$ cat config.mk
export PLATFORM = sky130hd
export DESIGN_NAME = keypad_entry_ctrl
export DESIGN_NICKNAME = d
export VERILOG_FILES = /design/src/rtl/keypad_entry_ctrl.sv
export SDC_FILE = /design/constraint.sdc
export NUM_CORES = 1
export LEC_CHECK = 0
export ABC_AREA = 1
export BUFFER_PORTS_ARGS = -buffer_cell sky130_fd_sc_hd__buf_2
export CORE_AREA = 2 2 72 74
export DETAILED_ROUTE_END_ITERATION = 6
export DIE_AREA = 0 0 74 76
export PLACE_DENSITY = 0.77
export SETUP_SLACK_MARGIN = 0.02
export SLEW_MARGIN = 10
export SYNTH_ARGS = -nofsm -noshare
export SYNTH_HDL_FRONTEND = slang
export SYNTH_SLANG_ARGS = --single-unit
export TNS_END_PERCENT = 10
$ cat constraint.sdc
create_clock -name clk -period 2 [get_ports clk]
set_input_delay 0.4 -clock clk [delete_from_list [all_inputs] [get_ports clk]]
set_output_delay 0.4 -clock clk [all_outputs]
set_load 0.01 [all_outputs]
$ cat src/rtl/keypad_entry_ctrl.sv
// Keypad entry controller: debounces a one-hot digit pad plus ENTER/CANCEL,
// assembles accepted digits into a BCD code and offers it over valid/ready.
module keypad_entry_ctrl #(
  parameter int N_DIGITS        = 4,
  parameter int DEBOUNCE_CYCLES = 4
) (
  input  logic                    clk,
  input  logic                    clear,
  input  logic [9:0]              keypad,
  input  logic                    key_enter,
  input  logic                    key_cancel,
  output logic [4*N_DIGITS-1:0]   code,
  output logic [3:0]              digit_count,
  output logic                    code_valid,
  input  logic                    code_ready,
  output logic                    key_pulse,
  output logic                    err_pulse,
  output logic                    busy
);

  localparam int          CW     = 4 * N_DIGITS;
  localparam logic [7:0]  DEB    = 8'(DEBOUNCE_CYCLES);
  localparam logic [3:0]  NDIG   = 4'(N_DIGITS);

  typedef enum logic [2:0] {
    S_IDLE    = 3'd0,
    S_PRESS   = 3'd1,
    S_HOLD    = 3'd2,
    S_RELEASE = 3'd3,
    S_DONE    = 3'd4
  } state_t;

  state_t          state_q, state_d;
  logic [11:0]     latch_q, latch_d;
  logic [7:0]      cnt_q, cnt_d;
  logic [CW-1:0]   code_q, code_d;
  logic [3:0]      count_q, count_d;
  logic            valid_q, valid_d;
  logic            kp_q, kp_d;
  logic            ep_q, ep_d;
  logic            busy_q, busy_d;
  logic [11:0]     sample_s;
  logic [7:0]      cnt_inc_s;

  function automatic logic is_onehot(input logic [11:0] v);
    return (v != 12'd0) && ((v & (v - 12'd1)) == 12'd0);
  endfunction

  function automatic logic [3:0] digit_of(input logic [11:0] v);
    logic [3:0] d;
    d = 4'd0;
    for (int i = 0; i < 10; i++) begin
      if (v[i]) begin
        d = 4'(i);
      end else begin
        d = d;
      end
    end
    return d;
  endfunction

  assign sample_s  = {key_cancel, key_enter, keypad};
  assign cnt_inc_s = cnt_q + 8'd1;

  // State register and all registered outputs
  always_ff @(posedge clk) begin
    if (clear) begin
      state_q <= S_IDLE;
      latch_q <= 12'd0;
      cnt_q   <= 8'd0;
      code_q  <= '0;
      count_q <= 4'd0;
      valid_q <= 1'b0;
      kp_q    <= 1'b0;
      ep_q    <= 1'b0;
      busy_q  <= 1'b0;
    end else begin
      state_q <= state_d;
      latch_q <= latch_d;
      cnt_q   <= cnt_d;
      code_q  <= code_d;
      count_q <= count_d;
      valid_q <= valid_d;
      kp_q    <= kp_d;
      ep_q    <= ep_d;
      busy_q  <= busy_d;
    end
  end

  // Next-state, debounce counting and key acceptance
  always_comb begin
    state_d = state_q;
    latch_d = latch_q;
    cnt_d   = cnt_q;
    code_d  = code_q;
    count_d = count_q;
    valid_d = valid_q;
    kp_d    = 1'b0;
    ep_d    = 1'b0;

    case (state_q)
      S_IDLE: begin
        if (is_onehot(sample_s)) begin
          latch_d = sample_s;
          cnt_d   = 8'd1;
          state_d = S_PRESS;
        end else begin
          state_d = S_IDLE;
        end
      end

      S_PRESS: begin
        if (sample_s == latch_q) begin
          cnt_d = cnt_inc_s;
          if (cnt_inc_s == DEB) begin
            state_d = S_HOLD;
            if (latch_q[11]) begin
              code_d  = '0;
              count_d = 4'd0;
            end else if (latch_q[10]) begin
              if (count_q == 4'd0) begin
                ep_d = 1'b1;
              end else begin
                valid_d = 1'b1;
                state_d = S_DONE;
              end
            end else if (count_q < NDIG) begin
              // Newest digit lands in the low nibble, older ones move up
              code_d      = code_q << 4;
              code_d[3:0] = digit_of(latch_q);
              count_d     = count_q + 4'd1;
              kp_d        = 1'b1;
            end else begin
              ep_d = 1'b1;
            end
          end else begin
            state_d = S_PRESS;
          end
        end else if (is_onehot(sample_s)) begin
          latch_d = sample_s;
          cnt_d   = 8'd1;
        end else begin
          state_d = S_IDLE;
        end
      end

      S_HOLD: begin
        if (sample_s == 12'd0) begin
          cnt_d   = 8'd1;
          state_d = S_RELEASE;
        end else begin
          state_d = S_HOLD;
        end
      end

      S_RELEASE: begin
        if (sample_s == 12'd0) begin
          cnt_d = cnt_inc_s;
          if (cnt_inc_s == DEB) begin
            state_d = S_IDLE;
          end else begin
            state_d = S_RELEASE;
          end
        end else begin
          state_d = S_HOLD;
        end
      end

      S_DONE: begin
        if (code_ready) begin
          valid_d = 1'b0;
          code_d  = '0;
          count_d = 4'd0;
          state_d = S_HOLD;
        end else begin
          state_d = S_DONE;
        end
      end

      default: begin
        state_d = S_IDLE;
      end
    endcase

    busy_d = (state_d != S_IDLE);
  end

  assign code        = code_q;
  assign digit_count = count_q;
  assign code_valid  = valid_q;
  assign key_pulse   = kp_q;
  assign err_pulse   = ep_q;
  assign busy        = busy_q;

endmodule

==> impl_results.md, run 1 <==
* Status: completed
* Family with the most delay on the worst path: simple AND/OR/NAND/NOR gates
* Met3 Track Usage GR at 0.04630
* Most frequent CP cell: nand2_2
* Pin count of the biggest net entering global routing at 32
* LEAKAGE at 1.467 nW
* Final Max Slew Viols at 0
* Slew headroom at 0.6202
* Fin. Hold Viols at 0
* Design Area, Final at 3110 um2
* Min Tclk post-route at 1.832 ns
* Syn avg cell area at 6.430 um2
* Layout cells sized above 1 at 0.1824
* Hold_ws at 0.4161 ns
* CTS Sinks at 47
* Row cnt at 26
* Core area at 4912 um2
* Port bufs at 38
* WP data arrival at 2.05 ns
* Fraction of registers with async set/reset at 0
* CP Cell Sequence: ha_1 > nand3_1 > nand2_1 > nand3_2 > nor2_4 > nand2_2 > nand2_2 > nand2_4 > buf_12 > o21ai_0 > nor2_1
* Peak VDD IR at 0.3995 mV
* Period utilisation layout at 0.9162
* DR WL/cell at 10.90 um
* Clock transition at path regs at 0.10 ns
* Placed cell area at 2999 um2
* Clock buffer depth at 2
* Pre-CTS setup slack at -0.1524 ns
* Vias in the first global route at 2276
* Ys Warns at 0
* Worst setup slack after layout at 0.1676 ns
* DR vias at 2594
* GPL Wtd Cong at 0.9108
* GR Util met1 at 0.2858
* Initial antenna violation count at 0
* Drt pass-1 iters at 4
* Cells after DPL at 528
* Die area at 5624 um2
* Total of max-cap violations at 0
* Clk_lat worst skew at 0.31 ns
* Nets at 483
* CP Capture Type: flop
* CTS tree: yes
* DRC viols at 0
* Top-Level Pins at 39
* RSZ-0062 raised after global routing: yes
* CP Launch Type: flop
* CTS Buf Count at 5
* Setup Viol. Count Final at 0
* H-tree depth at 2
* Worst slew pin tran at 0.5691 ns
* Total GRT Usage at 0.2189
* Post-layout power at 1.658 mW
* Max Fclk at 545.7 MHz
* Initial Util at 0.5446
* Most Crowded Layer GR: met2
* CTS root buf: clkbuf_8
* CP max-delay cell: dfxtp_2
* Number of library cell types mapped by synthesis at 32
* Die H at 76 um
* Crit Path Class: reg -> reg
* Placed wire-length estimate at 4.447 mm
* Routed WL at 5.845 mm
* P&R area growth vs syn at 16.28%
* N_diodes at 0
* Die Wd at 74 um
* Power density over cell area at 533.2 nW/um2
* Detail Route Antenna Nets at 0
* Net Count, Synth at 434
* Crit path max fanout at 31
* Crit path buf inv count at 1
* Critical path data required time at 2.21 ns
* Syn Inst Count at 416
* Synth Flop Type: dfxtp_1
* Synth Cell Area at 2675 um2
* Non-Filler Instances at 536
* GR Util met2 at 0.3482
* CP max stage delay at 0.40 ns
* DR vias/cell at 4.840
* Synthesized flop and latch total at 47
* Setup bufs post-CTS at 0
* Post-synthesis sequential area ratio at 0.3517
* First-pass GRT wire length at 9.880 mm
* Grt total ovfl at 0
* Worst hold path type: in -> reg
* Iter 0 DRT Violations at 195
* Post-synth EDFFs at 0
* Worst Clk Skew at 0.008420 ns
what timing repair did:
action,in CTS,in global routing
hold buffers,0,0
resized for setup,0,5
setup endpoints to repair,0,21
cells by family (layout without fill, tap and decap cells):
kind of cell / Yosys count / count (layout) / share of synthesized area
adders and majority gates: 3 / 3 / 0.01403
xor gates and xnor gates: 9 / 9 / 0.02947
and+or+nand+nor: 231 / 231 / 0.3690
buffers and inverters: 66 / 116 / 0.1085
AOI/OAI and AO/OA: 60 / 60 / 0.1272
DFF: 47 / 47 / 0.3517
sequential cells by signal, indices dropped and copies added (netlist names):
name	flops
state_q	3
latch_q	12
code_valid	1
busy	1
key_pulse	1
digit_count	4
code	16
err_pulse	1
cnt_q	8
final cells by class:
cell class,count,area [um2]
tap,70,87.58
inverter,57,214.0
clock inverter,3,27.53
sequential,47,943.4
fill,478,1802
multi-input combinational,303,1456
timing repair buffer,51,312.8
clock buffer,5,68.82
cells in the final DEF, fill, tap and decap left out, drive strengths merged:
| master | netlist | layout |
|---|---|---|
| buf | 7 | 51 |
| a21oi | 20 | 20 |
| nand2 | 103 | 103 |
| nand4 | 5 | 5 |
| a211oi | 1 | 1 |
| nor4 | 1 | 1 |
| o21ai | 36 | 36 |
| a21boi | 1 | 1 |
| nor2 | 85 | 85 |
| inv | 57 | 59 |
| ha | 3 | 3 |
| xnor2 | 9 | 9 |
| nand3 | 29 | 29 |
| clkbuf | 2 | 5 |
| or2 | 1 | 1 |
| and2 | 1 | 1 |
| dfxtp | 47 | 47 |
| o211ai | 1 | 1 |
| o21bai | 1 | 1 |
| nor3 | 6 | 6 |
| clkinvlp | 0 | 1 |
worst min-delay path: cells and delay by family:
kind                   cells  cell delay, ns
buffers and inverters      1            0.12
and+or+nand+nor            1            0.08
AOI/OAI and AO/OA          1            0.09
worst paths after layout:
kind | from | cells after the start | slack (ns) | end
worst max register to register | cnt_q[0] | 11 | 0.17 | code[5]
worst min-delay path | keypad[3] | 3 | 0.42 | latch_q[3]
worst max-delay path | cnt_q[0] | 11 | 0.17 | code[5]
worst min register to register | code_valid | 2 | 0.48 | code_valid
power breakdown:
part | leakage, nW | switching, mW | internal [mW]
clock | 0.0467 | 0.359 | 0.259
combinational | 1.04 | 0.0650 | 0.0394
sequential | 0.379 | 0.000277 | 0.935
stage by stage:
stage,util,TNS [ns]
finish,0.6332,0
CTS,0.6302,0
floorplan,-,0
detailed placement,0.6105,-2.070
global route,0.6332,0
global placement,0.6105,-0.2921
per-layer routing:
layer / vias to the layer above / part of all wire
met5: - / 0
met1: 1115 / 0.47
met4: 0 / 0.013
met2: 70 / 0.46
met3: 7 / 0.053
li1: 1402 / -
cells in the mapped netlist (2+ instances only):
library cell,number,share of area
nor3_1,5,0.0094
o21ai_1,10,0.019
inv_1,54,0.076
a21oi_1,18,0.034
o21ai_0,25,0.047
clkbuf_1,2,0.0028
inv_2,3,0.0042
nand4_1,5,0.012
nand3_1,28,0.052
nor2_2,5,0.012
dfxtp_1,47,0.35
xnor2_1,9,0.029
nor2_1,79,0.11
a21oi_2,2,0.0065
ha_1,3,0.014
nand2_1,98,0.14
buf_6,5,0.021
nand2_2,4,0.0094
No activity file was read; power rests on OpenSTA's default activity.
==> run 2: changes to the inputs <==
--- a/config.mk
+++ b/config.mk
@@ -10,6 +10,7 @@
 export CORE_AREA = 2 2 72 74
 export DETAILED_ROUTE_END_ITERATION = 6
 export DIE_AREA = 0 0 74 76
+export GPL_TIMING_DRIVEN = 0
 export PLACE_DENSITY = 0.77
 export SETUP_SLACK_MARGIN = 0.02
 export SLEW_MARGIN = 10
==> run 2 against run 1 <==
Final area is 1.4% higher. Critical path depth is 1 higher. Sequential power is 0.4% lower. Maximum frequency is 3.9% lower. Worst setup slack worse by 0.074 ns. Utilization is 0.89 points higher. Clock skew hardly changed. Final cell count is 0.19% higher. Power hardly changed. First-iteration DRC count is 30% lower. Non-clock buffer count is 1 higher. Die area stayed put.
==> impl_results.md, run 2 (synthesis gave the netlist of run 1 again) <==
* Status: completed
* Slew headroom at 0.6320
* Die area at 5624 um2
* Peak VDD IR at 0.3007 mV
* Layout cells sized above 1 at 0.2077
* WP data arrival at 2.12 ns
* Total GRT Usage at 0.2242
* Min Tclk post-route at 1.906 ns
* Fin. Hold Viols at 0
* Setup Viol. Count Final at 0
* Top-Level Pins at 39
* Initial antenna violation count at 0
* CP Capture Type: flop
* Post-Route M1 WL at 2.867 mm
* Worst slew pin tran at 0.5520 ns
* Final Max Slew Viols at 0
* Util after Layout at 0.6421
* Placed wire-length estimate at 4.475 mm
* First-pass GRT wire length at 10.18 mm
* Worst setup slack after layout at 0.09364 ns
* CTS root buf: clkbuf_8
* CTS tree: yes
* GPL Wtd Cong at 0.9033
* Die H at 76 um
* Max Fclk at 524.6 MHz
* DR vias/cell at 4.940
* H-tree depth at 2
* N_diodes at 0
* Highest routed layer: met4
* Period utilisation layout at 0.9532
* Clock buffer depth at 2
* DR WL/cell at 11.77 um
* Routed WL at 6.320 mm
* CTS Buf Count at 5
* RSZ-0062 raised after global routing: yes
* Port bufs at 38
* Clk_lat worst skew at 0.31 ns
* Crit path max fanout at 6
* Most frequent cells in the layout: 96 x nand2_1, 75 x nor2_1, 54 x inv_1
* Clock transition at path regs at 0.10 ns
* Met3 wire length at 312 um
* Pre-CTS setup slack at -0.1128 ns
* Reg2reg setup slack at 0.09 ns
* Crit Path Class: reg -> reg
* Worst Clk Skew at 0.008706 ns
* Most common cell after layout, fill and taps aside: nand2_1
* Worst hold path type: in -> reg
* Critical path data required time at 2.22 ns
* CP Launch Type: flop
* Iter 0 DRT Violations at 137
* Row cnt at 26
* P&R area growth vs syn at 17.91%
* FILL cells at 457
* Grt total ovfl at 0
* Total of max-cap violations at 0
* Max reg flops at 16
* # hold bufs at CTS at 0
* Detail Route Antenna Nets at 0
* Die Wd at 74 um
* Nets at 484
* CTS Sinks at 47
* Power density over cell area at 525.4 nW/um2
* Vias in the first global route at 2283
* DRC viols at 0
* LEAKAGE at 1.461 nW
* Pin count of the biggest net entering global routing at 18
* Drt pass-1 iters at 5
* Wire length on met2 at 3.060 mm
* DR vias at 2653
* Core area at 4912 um2
* Initial Util at 0.5446
==> run 2: cell count changes in the layout (fill, tap and decap cells not counted), moves of 3 or more <==
cell	previous run	this run
nor2_1	78	75
dfxtp_1	45	40
buf_4	11	5
dfxtp_4	0	3
buf_6	0	6
nor2_2	5	8
==> run 2: layer usage <==
layer  up-vias  global-route usage
li1       1408                   -
met1      1157              0.2976
met2        78              0.3661
met3        10             0.04365
met4         0             0.06364
met5         -                   0
==> run 2: through the flow <==
| step | setup TNS [ns] | std cells | hold WS [ns] | instance area (um2) | power, mW |
|---|---|---|---|---|---|
| final | 0 | 537 | 0.3183 | 3154 | 1.657 |
| after global routing | -0.1461 | 537 | 0.3460 | 3154 | 1.719 |
| after CTS | 0 | 532 | 0.3220 | 3053 | 1.667 |
| after detailed placement | -2.220 | 524 | 0.4565 | 2953 | 1.054 |
| after global placement | -0.9945 | 524 | 0.4566 | 2953 | 1.052 |
| after floorplan | 0 | 416 | 0.4691 | 2675 | 1.013 |
==> run 2: worst max-delay path, cell delays in order, from the launching register on <==
cell and delay (ns):
dfxtp_2 0.38, nand2_1 0.08, nor2_2 0.15, nand3_2 0.10, nand2_2 0.10, nand3_2 0.10
nor2_4 0.19, nand2_2 0.07, nand2_2 0.09, nand2_4 0.10, o21ai_4 0.25, buf_4 0.16
nor2_1 0.04
==> run 2: power by group <==
part / internal [mW] / total (mW) / switching [mW]
clock network: 0.260 / 0.622 / 0.363
registers: 0.931 / 0.931 / 0.000321
logic: 0.0385 / 0.104 / 0.0651
total: 1.23 / 1.66 / 0.428
==> run 2: final timing paths <==
path                   from  depth (start not counted)             end
max                cnt_q[5]                         12         code[4]
min                   clear                          2        cnt_q[5]
max reg2reg        cnt_q[5]                         12         code[4]
min reg2reg  digit_count[3]                          2  digit_count[3]
==> run 2: cell type report <==
type,instances,area (um2),area share
repair buffers,43,231.5,0.07338
clock buffers,5,68.82,0.02182
plain buffers,9,76.32,0.02420
inverters,57,214.0,0.06783
clock inverters,3,27.53,0.008727
multi-input cells,303,1491,0.4728
flip-flops and latches,47,957.2,0.3035
well taps,70,87.58,0.02777
==> run 2: what timing repair did <==
action                                  4_1_cts  5_1_grt
hold endpoints to repair                      0        0
pin swaps                                     0        6
resized for setup                             2       22
endpoints found under the setup margin       10       24
cloned                                        0        1
setup buffers                                 0        4
==> run 3: changes to the inputs <==
--- a/config.mk
+++ b/config.mk
@@ -5,11 +5,10 @@
 export SDC_FILE = /design/constraint.sdc
 export NUM_CORES = 1
 export LEC_CHECK = 0
-export ABC_AREA = 1
 export BUFFER_PORTS_ARGS = -buffer_cell sky130_fd_sc_hd__buf_2
-export CORE_AREA = 2 2 72 74
+export CORE_AREA = 2 2 70 72
 export DETAILED_ROUTE_END_ITERATION = 6
-export DIE_AREA = 0 0 74 76
+export DIE_AREA = 0 0 72 74
 export GPL_TIMING_DRIVEN = 0
 export PLACE_DENSITY = 0.77
 export SETUP_SLACK_MARGIN = 0.02
==> run 3 against run 2 <==
The run now ends with setup timing left. Die area down 5.3%. Global-route usage up 2.0 points. Sequential share of layout area down 1.2 points. Non-clock buffer count up 22. Worst hold slack better by 0.059 ns. Sequential power down 0.4%. Critical path type unchanged. Critical endpoint is now code[9].
==> impl_results.md, run 3 <==
* Post-Route M1 WL at 2.800 mm
* DR vias/cell at 5.707
* Pin count of the biggest net entering global routing at 16
* Initial Util at 0.5442
* CP Launch Type: flop
* WP data arrival at 2.37 ns
* Row cnt at 25
* Fraction of registers with async set/reset at 0
* # hold bufs at CTS at 0
* Largest area contributor in the netlist: dfxtp_1
* Slew headroom at 0.6267
* Synthesized flop and latch total at 47
* Peak VDD IR at 0.4004 mV
* Worst Clk Skew at 0.008372 ns
* Worst hold path type: in -> reg
* Syn Inst Count at 299
* Synth Flop Type: dfxtp_1
* Failing checks: setup timing
* Power density over cell area at 537.6 nW/um2
* Reg2reg setup slack at -0.12 ns
* Routed WL at 6.222 mm
* Port bufs at 37
* Crit Path Class: reg -> reg
* Wire length on met2 at 3.083 mm
* Cell internal pwr at 1.383 mW
* Fin. Hold Viols at 0
* Syn avg cell area at 8.369 um2
* Net Count, Synth at 317
* First-pass GRT wire length at 10.20 mm
* Placed wire-length estimate at 4.045 mm
* Post-synth top area share at 0.3760
* DR vias at 2397
* DRC viols at 0
* Logic pwr share at 0.065
* Setup Viol. Count Final at 33
* Max reg flops at 16
* FILL cells at 342
* CTS root buf: clkbuf_8
* Status: finished with violations
* P_sw at 0.4176 mW
* Crit path max fanout at 5
* Most common cell after layout, fill and taps aside: buf_2
* CP Capture Type: flop
* Hold path cells at 3
* P&R area growth vs syn at 33.85%
* Detail Route Antenna Nets at 0
* Ys Warns at 0
* Switching power share of the total at 0.2319
* Pre-CTS setup slack at -0.5672 ns
* Worst slew pin tran at 0.5600 ns
* Synth cell count leaders: 47 x dfxtp_1, 31 x nor2_1, 25 x a21oi_1, 23 x nand2_1, 19 x inv_1
* Highest routed layer: met4
* Initial antenna violation count at 0
* CTS Buf Count at 5
* Max Fclk at 471.3 MHz
* Number of library cell types mapped by synthesis at 56
* Grt total ovfl at 0
* Core area at 4598 um2
* Post-synth EDFFs at 0
* Drt pass-1 iters at 4
* N_diodes at 0
* GPL Wtd Cong at 0.8294
* Synth top area cells: dfxtp_1 38%, mux2i_1 6.0%, a21oi_1 5.0%
* CTS tree: yes
* Iter 0 DRT Violations at 96
* Part of the power in registers at 0.515
* Vias in the first global route at 2203
* Period utilisation layout at 1.061
* Layout cells sized above 1 at 0.3798
* Most frequent cell after synthesis: dfxtp_1
* Total GRT Usage at 0.2445
* Hold endpoint: state_q[2]
* Final Max Slew Viols at 0
* Synth Cell Area at 2502 um2
* H-tree depth at 2
* LEAKAGE at 1.420 nW
* Critical path data required time at 2.25 ns
* Most frequent cells in the layout: 40 x buf_2, 31 x nor2_1, 31 x dfxtp_1
* Min Tclk post-route at 2.122 ns
* Hold path startpoint: code_ready
* CTS Sinks at 47
* Power share of the clock group at 0.420
* Clk_lat worst skew at 0.31 ns
* Die H at 74 um
* Worst setup slack after layout at -0.1220 ns
* Clock transition at path regs at 0.10 ns
* Placed cell area at 2811 um2
* Design Area, Final at 3349 um2
* Die Wd at 72 um
* Reg-to-Reg Start: cnt_q[0]
* Reg2reg end: code[9]
* Die area at 5328 um2
* RSZ-0062 raised after global routing: yes
* Met3 wire length at 218 um
* Total of max-cap violations at 0
* R2R cell count at 8
* Post-synthesis sequential area ratio at 0.3760
* Clock buffer depth at 2
* DR WL/cell at 14.81 um
* Top-Level Pins at 39
* Nets at 383
==> run 3: changes by cell type after synthesis, moves of 6 or more <==
cell,previous run,this run
or3_1,0,18
nor2_1,79,31
o21ai_1,10,1
nand2_1,98,23
a21oi_1,18,25
and3_1,0,7
o21ai_0,25,3
clkbuf_1,2,8
nand3_1,28,8
inv_1,54,19
mux2i_1,0,15
==> run 3: cell families (layout without fill, tap and decap cells) <==
group                      Yosys count  after routing  synth area share
adders and majority gates            4              4           0.01900
xor gates and xnor gates            14             14           0.04900
and+or+nand+nor                    132            132            0.2920
DFF                                 47             47            0.3760
AOI/OAI and AO/OA                   53             53            0.1435
muxes                               15             15           0.06000
buffers and inverters               34            101           0.06050
==> run 3: per-stage QoR <==
stage	power (mW)	hold WS, ns	setup TNS [ns]	util	cells
after floorplan	1.007	0.4761	-1.781	-	299
after detailed placement	1.049	0.4458	-16.20	0.6114	390
after global routing	1.859	0.3885	-4.311	0.7284	420
after CTS	1.792	0.3630	-0.1851	0.7045	417
after global placement	1.047	0.4394	-14.72	0.6114	390
final	1.801	0.3775	-1.808	0.7284	420
==> run 3: worst max-delay path: stages (launching register included) <==
cell,delay (ns)
dfxtp_4,0.37
ha_4,0.13
nor4b_4,0.23
nand3_2,0.13
nor4_4,0.32
o32ai_4,0.20
clkbuf_8,0.19
or3_1,0.38
a21oi_2,0.13
==> run 3: routing by layer <==
layer / GRT usage / up-vias
li1: - / 1189
met1: 0.3105 / 1150
met2: 0.4126 / 46
met3: 0.04878 / 12
met4: 0.09644 / 0
met5: 0 / -
==> run 3: worst max path at each step <==
| stage | from | end | slack [ns] | cells past startpoint |
|---|---|---|---|---|
| floorplan | keypad[3] | cnt_q[0] | -0.08 | 4 |
| global placement | keypad[7] | code[13] | -0.49 | 8 |
| detailed placement | keypad[7] | code[6] | -0.57 | 8 |
| CTS | cnt_q[0] | code[6] | -0.03 | 8 |
| global route | cnt_q[0] | code[9] | -0.21 | 8 |
| finish | cnt_q[0] | code[9] | -0.12 | 8 |
==> run 3: final cells by class <==
class / instances / area [um2] / share of cell area
Tap cell: 54 / 67.56 / 0.02017
Buffer: 14 / 101.3 / 0.03026
Clock inverter: 2 / 38.79 / 0.01158
Inverter: 19 / 71.32 / 0.02129
Sequential cell: 47 / 975.9 / 0.2914
Multi-Input combinational cell: 218 / 1650 / 0.4927
Clock buffer: 6 / 82.58 / 0.02465
Timing Repair Buffer: 60 / 361.6 / 0.1080
==> run 3: what timing repair did <==
action	CTS	global route
gates cloned	1	0
setup endpoints to repair	41	42
pin swaps	33	11
buffers inserted	19	3
resized for setup	44	24
==> run 3: power by group through the flow <==
stage	Clock, mW	Combinational [mW]	Sequential (mW)
after CTS	0.759	0.105	0.928
after global placement	0	0.0897	0.957
after detailed placement	0	0.0911	0.957
after floorplan	0	0.0498	0.957
final	0.756	0.117	0.927
after global routing	0.806	0.126	0.927
